===== config.mk =====
export PLATFORM = sky130hd
export DESIGN_NAME = uart_tx_fifo
export DESIGN_NICKNAME = d
export VERILOG_FILES = /design/src/rtl/uart_tx_fifo.sv
export SDC_FILE = /design/constraint.sdc
export NUM_CORES = 1
export LEC_CHECK = 0
export ABC_AREA = 1
export BUFFER_PORTS_ARGS = -buffer_cell sky130_fd_sc_hd__buf_2
export CORE_MARGIN = 2
export CORE_UTILIZATION = 55
export DETAILED_ROUTE_END_ITERATION = 12
export HOLD_SLACK_MARGIN = 0.03
export PLACE_DENSITY = 0.85
export RECOVER_POWER = 50
export SYNTH_ARGS = -nofsm -noshare
export SYNTH_HDL_FRONTEND = slang
export SYNTH_SLANG_ARGS = --single-unit

===== constraint.sdc =====
create_clock -name clock_50_b7a -period 2.6 [get_ports clock_50_b7a]
set_input_delay 0.39 -clock clock_50_b7a [delete_from_list [all_inputs] [get_ports clock_50_b7a]]
set_output_delay 0.39 -clock clock_50_b7a [all_outputs]
set_load 0.02 [all_outputs]

===== src/rtl/uart_tx_fifo.sv =====
// uart_tx_fifo
// UART transmitter fed by a small write-side FIFO. Each queued word is sent LSB-first as a
// start bit, DATA_BITS data bits, an optional parity bit and STOP_BITS stop bits. Every bit is
// held for CLKS_PER_BIT clocks. Queued words follow each other with no idle gap.
//
// Ports:
//   clock_50_b7a  in   system clock, all logic on the rising edge
//   reset         in   asynchronous active-low reset (deassertion synchronised internally)
//   wr_data       in   word to enqueue
//   wr_en         in   enqueue request, accepted when the FIFO is not full
//   tx            out  registered serial line, idle high
//   busy          out  high while a frame is on the line
//   full          out  FIFO holds FIFO_DEPTH words
//   empty         out  FIFO holds no words
//   level         out  current FIFO occupancy
//   overflow      out  one-cycle pulse after a write was dropped because the FIFO was full

module uart_tx_fifo #(
    parameter int unsigned CLKS_PER_BIT = 16,
    parameter int unsigned DATA_BITS    = 8,
    parameter int unsigned PARITY       = 0,
    parameter int unsigned STOP_BITS    = 1,
    parameter int unsigned FIFO_DEPTH   = 4
) (
    input  logic                          clock_50_b7a,
    input  logic                          reset,
    input  logic [DATA_BITS-1:0]          wr_data,
    input  logic                          wr_en,
    output logic                          tx,
    output logic                          busy,
    output logic                          full,
    output logic                          empty,
    output logic [$clog2(FIFO_DEPTH):0]   level,
    output logic                          overflow
);

    localparam int unsigned     AddrW    = $clog2(FIFO_DEPTH);
    localparam int unsigned     CntW     = (CLKS_PER_BIT > 1) ? $clog2(CLKS_PER_BIT) : 1;
    localparam logic [CntW-1:0] CntMax   = CntW'(CLKS_PER_BIT - 1);
    localparam logic [CntW-1:0] CntOne   = CntW'(1);
    localparam logic [AddrW:0]  PtrOne   = (AddrW + 1)'(1);
    localparam logic [3:0]      LastData = 4'(DATA_BITS - 1);
    localparam logic [3:0]      LastStop = 4'(STOP_BITS - 1);

    typedef enum logic [2:0] {StIdle, StStart, StData, StParity, StStop} state_e;

    // Reset asserts asynchronously but releases two edges later, so a write on the
    // release edge is never seen by the pointers.
    logic [1:0] rst_sync_q;
    logic       rst_n;

    always_ff @(posedge clock_50_b7a or negedge reset) begin
        if (!reset) begin
            rst_sync_q <= 2'b00;
        end else begin
            rst_sync_q <= {rst_sync_q[0], 1'b1};
        end
    end

    assign rst_n = rst_sync_q[1];

    // FIFO storage and pointers (one bit wider than the index to tell full from empty).
    logic [DATA_BITS-1:0] mem_q [FIFO_DEPTH];
    logic [AddrW:0]       wptr_q, rptr_q;
    logic                 push, pop;
    logic                 overflow_q;
    logic [DATA_BITS-1:0] head;

    assign full     = (wptr_q[AddrW] != rptr_q[AddrW]) &&
                      (wptr_q[AddrW-1:0] == rptr_q[AddrW-1:0]);
    assign empty    = (wptr_q == rptr_q);
    assign level    = wptr_q - rptr_q;
    assign push     = wr_en && !full;
    assign head     = mem_q[rptr_q[AddrW-1:0]];
    assign overflow = overflow_q;

    always_ff @(posedge clock_50_b7a) begin
        if (push) begin
            mem_q[wptr_q[AddrW-1:0]] <= wr_data;
        end
    end

    always_ff @(posedge clock_50_b7a or negedge rst_n) begin
        if (!rst_n) begin
            wptr_q     <= '0;
            rptr_q     <= '0;
            overflow_q <= 1'b0;
        end else begin
            if (push) begin
                wptr_q <= wptr_q + PtrOne;
            end
            if (pop) begin
                rptr_q <= rptr_q + PtrOne;
            end
            // Uses the pre-edge full flag: a pop on the same edge does not rescue the write.
            overflow_q <= wr_en && full;
        end
    end

    // Transmit FSM.
    state_e               state_q, state_d;
    logic [CntW-1:0]      cnt_q, cnt_d;
    logic [3:0]           bit_q, bit_d;
    logic [DATA_BITS-1:0] shift_q, shift_d;
    logic                 par_q, par_d;
    logic                 tx_q, tx_d;
    logic                 bit_end;
    logic                 start_frame;

    assign bit_end = (cnt_q == '0);

    always_comb begin
        state_d     = state_q;
        cnt_d       = cnt_q;
        bit_d       = bit_q;
        shift_d     = shift_q;
        par_d       = par_q;
        tx_d        = tx_q;
        start_frame = 1'b0;
        pop         = 1'b0;

        if (state_q != StIdle) begin
            cnt_d = cnt_q - CntOne;
        end

        unique case (state_q)
            StIdle: begin
                tx_d  = 1'b1;
                cnt_d = CntMax;
                if (!empty) begin
                    start_frame = 1'b1;
                end
            end
            StStart: begin
                if (bit_end) begin
                    state_d = StData;
                    cnt_d   = CntMax;
                    bit_d   = '0;
                    tx_d    = shift_q[0];
                    shift_d = shift_q >> 1;
                end
            end
            StData: begin
                if (bit_end) begin
                    cnt_d = CntMax;
                    if (bit_q == LastData) begin
                        bit_d = '0;
                        if (PARITY != 0) begin
                            state_d = StParity;
                            tx_d    = par_q;
                        end else begin
                            state_d = StStop;
                            tx_d    = 1'b1;
                        end
                    end else begin
                        bit_d   = bit_q + 4'd1;
                        tx_d    = shift_q[0];
                        shift_d = shift_q >> 1;
                    end
                end
            end
            StParity: begin
                if (bit_end) begin
                    state_d = StStop;
                    cnt_d   = CntMax;
                    bit_d   = '0;
                    tx_d    = 1'b1;
                end
            end
            StStop: begin
                if (bit_end) begin
                    cnt_d = CntMax;
                    if (bit_q == LastStop) begin
                        // Chain straight into the next start bit when a word is waiting.
                        if (!empty) begin
                            start_frame = 1'b1;
                        end else begin
                            state_d = StIdle;
                            tx_d    = 1'b1;
                        end
                    end else begin
                        bit_d = bit_q + 4'd1;
                    end
                end
            end
            default: begin
                state_d = StIdle;
                tx_d    = 1'b1;
            end
        endcase

        if (start_frame) begin
            pop     = 1'b1;
            state_d = StStart;
            cnt_d   = CntMax;
            bit_d   = '0;
            tx_d    = 1'b0;
            shift_d = head;
            // Odd parity inverts the XOR so the frame carries an odd count of ones.
            par_d   = (PARITY == 1) ? ~^head : ^head;
        end
    end

    always_ff @(posedge clock_50_b7a or negedge rst_n) begin
        if (!rst_n) begin
            state_q <= StIdle;
            cnt_q   <= '0;
            bit_q   <= '0;
            shift_q <= '0;
            par_q   <= 1'b0;
            tx_q    <= 1'b1;
        end else begin
            state_q <= state_d;
            cnt_q   <= cnt_d;
            bit_q   <= bit_d;
            shift_q <= shift_d;
            par_q   <= par_d;
            tx_q    <= tx_d;
        end
    end

    assign tx   = tx_q;
    assign busy = (state_q != StIdle);

endmodule


==> results of run 1 <==
==> path summary, 6_finish.rpt <==
| check | start | endpoint | slack, ns |
|---|---|---|---|
| worst max-delay path | rptr_q[0] | mem_q[2][5] | 0.35 |
| worst min-delay path | wr_en | overflow | 0.27 |
| worst max register to register | rptr_q[0] | mem_q[2][5] | 0.35 |
| worst min register to register | rst_sync_q[0] | rst_sync_q[1] | 0.36 |
| max in group asynchronous | rst_sync_q[1] | shift_q[5] | 1.08 |
| min in group asynchronous | reset | rst_sync_q[0] | 0.36 |
==> per-layer routing <==
layer  vias to the layer above  global-route usage  wire length, µm
met5                         -                   0                0
met4                         0             0.08070               96
met3                        11             0.07471              277
met2                        50              0.3509             2653
met1                       993              0.2502             2453
li1                       1122                   -                -
==> cell families after synthesis <==
logic type / Yosys count
fa+ha+maj: 12
xor+xnor: 5
simple gates: 164
other cells: 1
buf+inv: 62
compound gates: 27
flops: 61
==> layout make-up <==
class / count / area (µm²) / share of cell area
Timing Repair Buffer: 22 / 106.4 / 0.03146
Inverter: 55 / 206.4 / 0.06107
Multi-Input combinational cell: 209 / 1091 / 0.3227
Tap cell: 72 / 90.09 / 0.02665
Clock buffer: 9 / 123.9 / 0.03664
Clock inverter: 7 / 75.07 / 0.02221
Sequential cell: 61 / 1688 / 0.4993
==> registers in the layout, summed over array words and instances, names as in the netlist <==
signal      cells
mem_q          32
shift_q         8
bit_q           4
cnt_q           4
rptr_q          3
state_q         3
wptr_q          3
rst_sync_q      2
overflow        1
tx              1
==> metrics by stage <==
step,setup WS [ns],util,power (W)
finish,0.3453,0.6255,0.002517
global route,0.1558,0.6255,0.002655
CTS,0.3464,0.6285,0.002552
detailed placement,0.3635,0.5898,0.001720
global placement,0.4386,0.5898,0.001701
floorplan,0.5506,-,0.001558
==> Yosys cell counts, drive strengths merged <==
master  instances  share of area
nand3          41          0.073
edfxtp         32           0.32
xor2            4          0.012
o22ai           1         0.0021
nand4           6          0.012
o21ai          13          0.021
clkbuf          3         0.0037
dfstp           1         0.0087
inv            55          0.068
nor2           35          0.049
o21a            1         0.0025
o211ai          7          0.017
ha             11          0.045
nand2          81           0.10
a21oi           5         0.0083
dfrtp          28           0.23
xnor2           1         0.0029
fa              1         0.0066
conb            1         0.0012
buf             4          0.011
or2             1         0.0021
==> power breakdown <==
part	leakage (nW)	switching (W)	total (W)	internal, W
logic	0.860	0.000327	0.000484	0.000156
registers	0.664	0.0000514	0.00121	0.00116
clock network	0.0935	0.000379	0.000824	0.000445
==> critical path: stages, from the launching register on <==
cell and delay (ns):
dfrtp_1 0.56, ha_1 0.31, nand2_1 0.13, inv_1 0.08, nand2_1 0.10, nand2_1 0.17
nor2_1 0.54
==> what timing repair did <==
item                      in CTS  in global routing
hold endpoints to repair       2                  0
hold buffers                   1                  0
gates resized for setup        0                  0
==> flow_metrics.py, run 1 <==
metrics = {
    "min_path": {
        "holdPathStages": 3,
        "hold_class": "in2reg",
    },
    "clock_network": {
        "h-tree-depth": 3,
        "path_clk_slew_ns": 0.07,
        "clockRootBuffer": "clkbuf_8",
        "cts_tree": "built",
        "post_cts_buffers": 0,
        "cts_buffers": 9,
        "clk_latency_ns": 0.34,
        "clkSinkCount": 61,
        "cts_buffer_depth": 2,
    },
    "die": {
        "rows": 27,
        "start_util": 0.5604,
        "die-area_um2": 6117,
        "fp.dieH_um": 78.21,
        "ioPinCount": 19,
        "core_um2": 5405,
        "die_w_um": 78.21,
    },
    "routing": {
        "vias": 2176,
        "routed_wl_mm": 5.481,
        "dr.pass1.iters": 5,
        "drtIter0Drc": 149,
        "ant_nets": 0,
        "drc": 0,
        "via_per_inst": 5.002,
        "routedWlPerCell_um": 12.60,
    },
    "power_and_ir_drop": {
        "ir_drop_mv": 0.5214,
        "power_density_nw_per_um2": 744.6,
        "leakage_nw": 1.618,
    },
    "setup_path": {
        "critPathLaunchType": "flop",
        "critPathCaptureType": "flop",
        "path_class": "reg2reg",
        "crit_required_ns": 2.58,
        "cp_max_fo": 13,
        "reg2regPathDepth": 6,
        "arrival_ns": 2.23,
    },
    "synthesis": {
        "synth_top_family_by_area": "simple AND/OR/NAND/NOR gates",
        "synth-adder-area-share": 0.05204,
        "synthCells": 332,
        "synth_area_per_cell_um2": 9.124,
        "synth_cell_types": 28,
        "synth_nets": 355,
        "synth_seq_cells": 61,
        "synth_compound_area_frac": 0.05163,
        "syn_area_um2": 3029,
        "muxShareOfSynthArea": 0,
        "synth-simple-area-share": 0.2408,
        "yosys_warnings": 0,
        "synthXorXnorAreaFrac": 0.01446,
        "yosysSeqAreaShare": 0.5572,
    },
    "layout": {
        "fillers": 469,
        "antenna_cells": 0,
        "area_growth_pct": 11.61,
        "instances_no_fill": 435,
        "final_cell_mix": "nand2_1, inv_1, nand3_1, nor2_1, edfxtp_1",
        "nNetsFinal": 381,
        "design_area_um2": 3381,
        "drive_gt1_frac": 0.1157,
        "final_common_cell": "nand2_1",
    },
    "place": {
        "dp.cells": 418,
        "placed_area_um2": 3188,
        "io_buffers": 18,
        "place_congestion": 0.9116,
        "dp_hpwl_mm": 3.954,
    },
    "grt": {
        "grt_max_degree": 30,
        "grt_pass1_wl_mm": 9.708,
        "grt_usage": 0.2103,
        "antenna_found_initial": 0,
        "gr-total-overflow": 0,
        "grt_pass1_vias": 2236,
    },
    "timing": {
        "worst_pin_slew_ns": 1.455,
        "fin_worst_skew_ns": 0.007294,
        "whs_ns": 0.2697,
        "rsz0062_at_grt": "false",
        "setup-tns-final_ns": 0,
        "period_minus_slack_ns": 2.255,
        "finalHoldViolations": 0,
        "relSlewSlack": 0.03011,
        "fmax_mhz": 443.5,
        "setup_viol": 0,
        "slew_violations": 0,
        "post-route-period-util": 0.8672,
    },
    "job": {
        "cap_viol_max_count": 0,
    },
    "run_status": {
        "status": "complete, no violations",
    },
}
Power figures use the tool's default switching activity.
==> inputs of run 2 (changes only) <==
--- a/config.mk
+++ b/config.mk
@@ -13,6 +13,8 @@
 export HOLD_SLACK_MARGIN = 0.03
 export PLACE_DENSITY = 0.85
 export RECOVER_POWER = 50
+export REMOVE_ABC_BUFFERS = 1
+export SKIP_LAST_GASP = 1
 export SYNTH_ARGS = -nofsm -noshare
 export SYNTH_HDL_FRONTEND = slang
 export SYNTH_SLANG_ARGS = --single-unit
==> flow_metrics.py, run 2 (same netlist as run 1, synthesis figures left out) <==
metrics = {
    "place": {
        "placed_area_um2": 3188,
        "io_buffers": 18,
        "place_congestion": 0.9263,
        "dp_hpwl_mm": 4.043,
        "pre_cts_ws_ns": 0.3673,
    },
    "setup_path": {
        "cp_max_fo": 13,
        "crit_path_start": "rptr_q[0]",
        "critPathCaptureType": "flop",
        "critPathLaunchType": "flop",
        "crit_required_ns": 2.58,
        "path_class": "reg2reg",
        "r2r-start": "rptr_q[0]",
        "arrival_ns": 2.23,
    },
    "grt": {
        "antenna_found_initial": 0,
        "grt_pass1_wl_mm": 9.494,
        "grt_pass1_vias": 2092,
        "gr-total-overflow": 0,
        "grt_usage": 0.2056,
        "grt_max_degree": 30,
    },
    "clock_network": {
        "h-tree-depth": 3,
        "cts_buffer_depth": 2,
        "cts_tree": "built",
        "ctsHoldBuffers": 1,
        "clkSinkCount": 61,
        "clockRootBuffer": "clkbuf_8",
        "post_cts_buffers": 0,
        "path_clk_slew_ns": 0.07,
        "cts_buffers": 9,
        "clk_latency_ns": 0.35,
        "post_cts_resized": 0,
    },
    "routing": {
        "routed_wl_mm": 5.572,
        "drc": 0,
        "vias": 2161,
        "drtIter0Drc": 91,
        "via_per_inst": 4.968,
        "dr.pass1.iters": 4,
        "ant_nets": 0,
        "routedWlPerCell_um": 12.81,
    },
    "layout": {
        "antenna_cells": 0,
        "fillers": 467,
        "final_common_cell": "nand2_1",
        "nNetsFinal": 381,
        "area_growth_pct": 11.73,
        "final_cell_mix": "nand2_1, inv_1, nand3_1, nor2_1, edfxtp_1",
        "utilization": 0.6262,
        "drive_gt1_frac": 0.1185,
        "regArea_um2": 1688,
        "multi_input_area_um2": 1091,
        "largest_reg_flops": 32,
        "design_area_um2": 3385,
    },
    "die": {
        "rows": 27,
        "fp.dieH_um": 78.21,
        "core_um2": 5405,
        "start_util": 0.5604,
        "ioPinCount": 19,
        "die-area_um2": 6117,
        "die_w_um": 78.21,
    },
    "power_and_ir_drop": {
        "p_int_w": 0.001770,
        "power_density_nw_per_um2": 752.5,
        "power_switching_share": 0.3050,
        "power.share.clock": 0.333,
        "leakage_nw": 1.629,
        "pwr-share-comb": 0.191,
        "p_sw_w": 0.0007768,
        "ir_drop_mv": 0.7023,
        "power_frac_seq": 0.476,
    },
    "min_path": {
        "hold_class": "in2reg",
        "min_from": "wr_en",
    },
    "timing": {
        "worst_pin_slew_ns": 1.493,
        "post-route-period-util": 0.8673,
        "relSlewSlack": 0.004419,
        "fin_ws_ns": 0.3450,
        "finalHoldViolations": 0,
        "slew_violations": 0,
        "fin_worst_skew_ns": 0.01002,
        "whs_ns": 0.2646,
        "fmax_mhz": 443.5,
        "rsz0062_at_grt": "false",
        "setup_viol": 0,
        "period_minus_slack_ns": 2.255,
        "setup-tns-final_ns": 0,
    },
    "job": {
        "cap_viol_max_count": 0,
    },
    "run_status": {
        "status": "complete, no violations",
    },
}
run 2: cell types whose count changed in the layout (fill, tap and decap cells not counted), sizes merged:
| cell | change |
|---|---|
| inv | +3 |
| clkinvlp | -2 |
| clkinv | -1 |
run 2: path summary, 6_finish.rpt:
check                                endpoint  slack [ns]  cells past startpoint
worst max-delay path              mem_q[2][3]        0.34                      6
worst min-delay path                 overflow        0.26                      3
worst max register to register    mem_q[2][3]        0.34                      6
worst min register to register  rst_sync_q[1]        0.36                      0
max in group asynchronous          state_q[0]        1.04                      1
min in group asynchronous       rst_sync_q[0]        0.35                      2
run 2: critical path, stage by stage (launching register included):
cell,delay (ns)
dfrtp_1,0.55
ha_1,0.31
nand2_1,0.13
inv_1,0.08
nand2_1,0.11
nand2_1,0.17
nor2_1,0.53
run 2: power by group through the flow:
stage               sequential [W]  clock, W  combinational, W
global placement           0.00123         0          0.000476
CTS                        0.00121  0.000865          0.000496
finish                     0.00121  0.000847          0.000486
global route               0.00122  0.000918          0.000550
floorplan                  0.00122         0          0.000337
detailed placement         0.00123         0          0.000490
run 2: through the flow:
stage / std cells / total power [W]
finish: 435 / 0.002547
global route: 435 / 0.002692
CTS: 435 / 0.002575
detailed placement: 418 / 0.001723
global placement: 418 / 0.001703
floorplan: 325 / 0.001558
run 2: final cells by class:
type                       instances  area share
sequential                        61      0.4987
multi-input combinational        209      0.3224
inverter                          55     0.06100
clock buffer                       9     0.03660
timing repair buffer              22     0.03142
tap                               72     0.02662
clock inverter                     7     0.02329
run 2: layer usage:
layer / routed length [µm] / GRT usage / up-vias / share of wire
met3: 237 / 0.06897 / 9 / 0.043
met2: 2745 / 0.3328 / 46 / 0.49
met1: 2498 / 0.2539 / 980 / 0.45
li1: - / - / 1126 / -
met5: 0 / 0 / - / 0
met4: 92 / 0.08596 / 0 / 0.017
==> inputs of run 3 (changes only) <==
--- a/config.mk
+++ b/config.mk
@@ -8,10 +8,10 @@
 export ABC_AREA = 1
 export BUFFER_PORTS_ARGS = -buffer_cell sky130_fd_sc_hd__buf_2
 export CORE_MARGIN = 2
-export CORE_UTILIZATION = 55
+export CORE_UTILIZATION = 58
 export DETAILED_ROUTE_END_ITERATION = 12
 export HOLD_SLACK_MARGIN = 0.03
-export PLACE_DENSITY = 0.85
+export PLACE_DENSITY = 0.89
 export RECOVER_POWER = 50
 export REMOVE_ABC_BUFFERS = 1
 export SKIP_LAST_GASP = 1
==> flow_metrics.py, run 3 (same netlist as run 1, synthesis figures left out) <==
metrics = {
    "setup_path": {
        "crit_cells": 6,
        "critPathCaptureType": "flop",
        "reg2regPathDepth": 6,
        "slowest_stage": "dfrtp_1",
        "cp_max_fo": 13,
        "crit_required_ns": 2.58,
        "cp_cell_sequence": "ha_1 > nand2_1 > inv_1 > nand2_1 > nand2_1 > nor2_1",
        "arrival_ns": 2.28,
        "max_stage_delay_ns": 0.58,
        "critPathLaunchType": "flop",
        "path_class": "reg2reg",
        "cp_common_cell": "nand2_1",
        "cpLargestDelayFamily": "simple AND/OR/NAND/NOR gates",
        "path_buf_inv": 1,
    },
    "layout": {
        "fillers": 396,
        "nNetsFinal": 381,
        "drive_gt1_frac": 0.1185,
        "antenna_cells": 0,
        "final_common_cell": "nand2_1",
        "area_growth_pct": 11.81,
        "largest_reg_flops": 32,
        "final_cell_mix": "nand2_1, inv_1, nand3_1, nor2_1, edfxtp_1",
    },
    "timing": {
        "fin_worst_skew_ns": 0.006000,
        "fmax_mhz": 433.9,
        "period_minus_slack_ns": 2.305,
        "relSlewSlack": 0.02777,
        "setup-tns-final_ns": 0,
        "finalHoldViolations": 0,
        "post-route-period-util": 0.8865,
        "worst_pin_slew_ns": 1.458,
        "slew_violations": 0,
        "setup_viol": 0,
        "rsz0062_at_grt": "false",
    },
    "min_path": {
        "hold_class": "in2reg",
        "holdPathStages": 3,
    },
    "routing": {
        "drc": 0,
        "drtIter0Drc": 157,
        "ant_nets": 0,
        "dr.pass1.iters": 4,
        "routedWlPerCell_um": 12.93,
        "via_per_inst": 5.136,
        "routed_wl_mm": 5.600,
        "vias": 2224,
    },
    "place": {
        "place_congestion": 0.8963,
        "dp_hpwl_mm": 4.152,
        "io_buffers": 18,
    },
    "die": {
        "die_w_um": 76.27,
        "core_um2": 5075,
        "die-area_um2": 5817,
        "ioPinCount": 19,
        "start_util": 0.5969,
        "rows": 26,
        "fp.dieH_um": 76.27,
    },
    "job": {
        "cap_viol_max_count": 0,
    },
    "power_and_ir_drop": {
        "pwr-share-comb": 0.193,
        "power_density_nw_per_um2": 753.8,
        "ir_drop_mv": 0.6799,
        "total_power_w": 0.002553,
        "power.share.clock": 0.331,
        "power_frac_seq": 0.476,
        "p_int_w": 0.001791,
        "power_switching_share": 0.2987,
        "p_sw_w": 0.0007626,
        "leakage_nw": 1.620,
    },
    "clock_network": {
        "cts_tree": "built",
        "cts_buffers": 9,
        "ctsHoldBuffers": 1,
        "clockRootBuffer": "clkbuf_8",
        "path_clk_slew_ns": 0.07,
        "post_cts_resized": 0,
        "h-tree-depth": 3,
        "clkSinkCount": 61,
        "clk_latency_ns": 0.34,
        "post_cts_buffers": 0,
        "cts_buffer_depth": 2,
    },
    "grt": {
        "grt_max_degree": 30,
        "antenna_found_initial": 0,
        "gr-total-overflow": 0,
        "grt_pass1_wl_mm": 9.384,
        "grt_usage": 0.2088,
        "grt_pass1_vias": 2113,
    },
    "run_status": {
        "status": "complete, no violations",
    },
}
==> run 3: cell types whose count changed in the layout (fill, tap and decap cells not counted), sizes merged <==
| cell | before | now |
|---|---|---|
| clkbuf | 20 | 21 |
| clkinv | 2 | 0 |
| clkinvlp | 0 | 3 |
| inv | 59 | 57 |
==> run 3: final timing paths <==
path / start / to / slack (ns)
hold reg to reg: rst_sync_q[0] / rst_sync_q[1] / 0.36
min in group asynchronous: reset / rst_sync_q[0] / 0.37
setup / recovery: rptr_q[0] / mem_q[2][2] / 0.30
setup reg to reg: rptr_q[0] / mem_q[2][2] / 0.30
max in group asynchronous: rst_sync_q[1] / wptr_q[1] / 1.08
hold / removal: wr_en / overflow / 0.27
==> run 3: through the flow <==
step                      worst slack, ns  std cells  hold WS [ns]  area (µm²)  utilization
after floorplan                    0.3799        325       0.09441        2985            -
after global placement             0.4388        416        0.1747        3186       0.6277
after detailed placement           0.3207        416        0.1763        3186       0.6277
after CTS                          0.3026        433        0.2524        3403       0.6706
after global routing              0.09556        433        0.2700        3387       0.6674
final                              0.2951        433        0.2727        3387       0.6674
==> run 3: area by class of cell <==
class	count	area [µm²]	area share
clock buffer	10	137.6	0.04064
clock inverter	6	70.07	0.02069
inverter	55	206.4	0.06095
multi-input combinational	209	1091	0.3221
sequential	61	1688	0.4983
tap	70	87.58	0.02586
timing repair buffer	22	106.4	0.03140
==> run 3: power by group through the flow <==
stage	Sequential (W)	Clock (W)	Combinational [W]
after detailed placement	0.00124	0	0.000493
after floorplan	0.00122	0	0.000337
final	0.00122	0.000845	0.000492
after CTS	0.00121	0.000864	0.000504
after global placement	0.00123	0	0.000474
after global routing	0.00123	0.000907	0.000555
==> run 3: layer usage <==
layer | GRT usage | up-vias | part of all wire
met2 | 0.3566 | 56 | 0.50
met5 | 0 | - | 0
met3 | 0.07464 | 9 | 0.046
met4 | 0.06000 | 0 | 0.013
met1 | 0.2496 | 1037 | 0.44
li1 | - | 1122 | -
==> run 3: worst register-to-register path, cell delays in order, from the launching register on <==
cell and delay (ns):
dfrtp_1 0.58, ha_1 0.33, nand2_1 0.15, inv_1 0.08, nand2_1 0.11, nand2_1 0.17, nor2_1 0.53
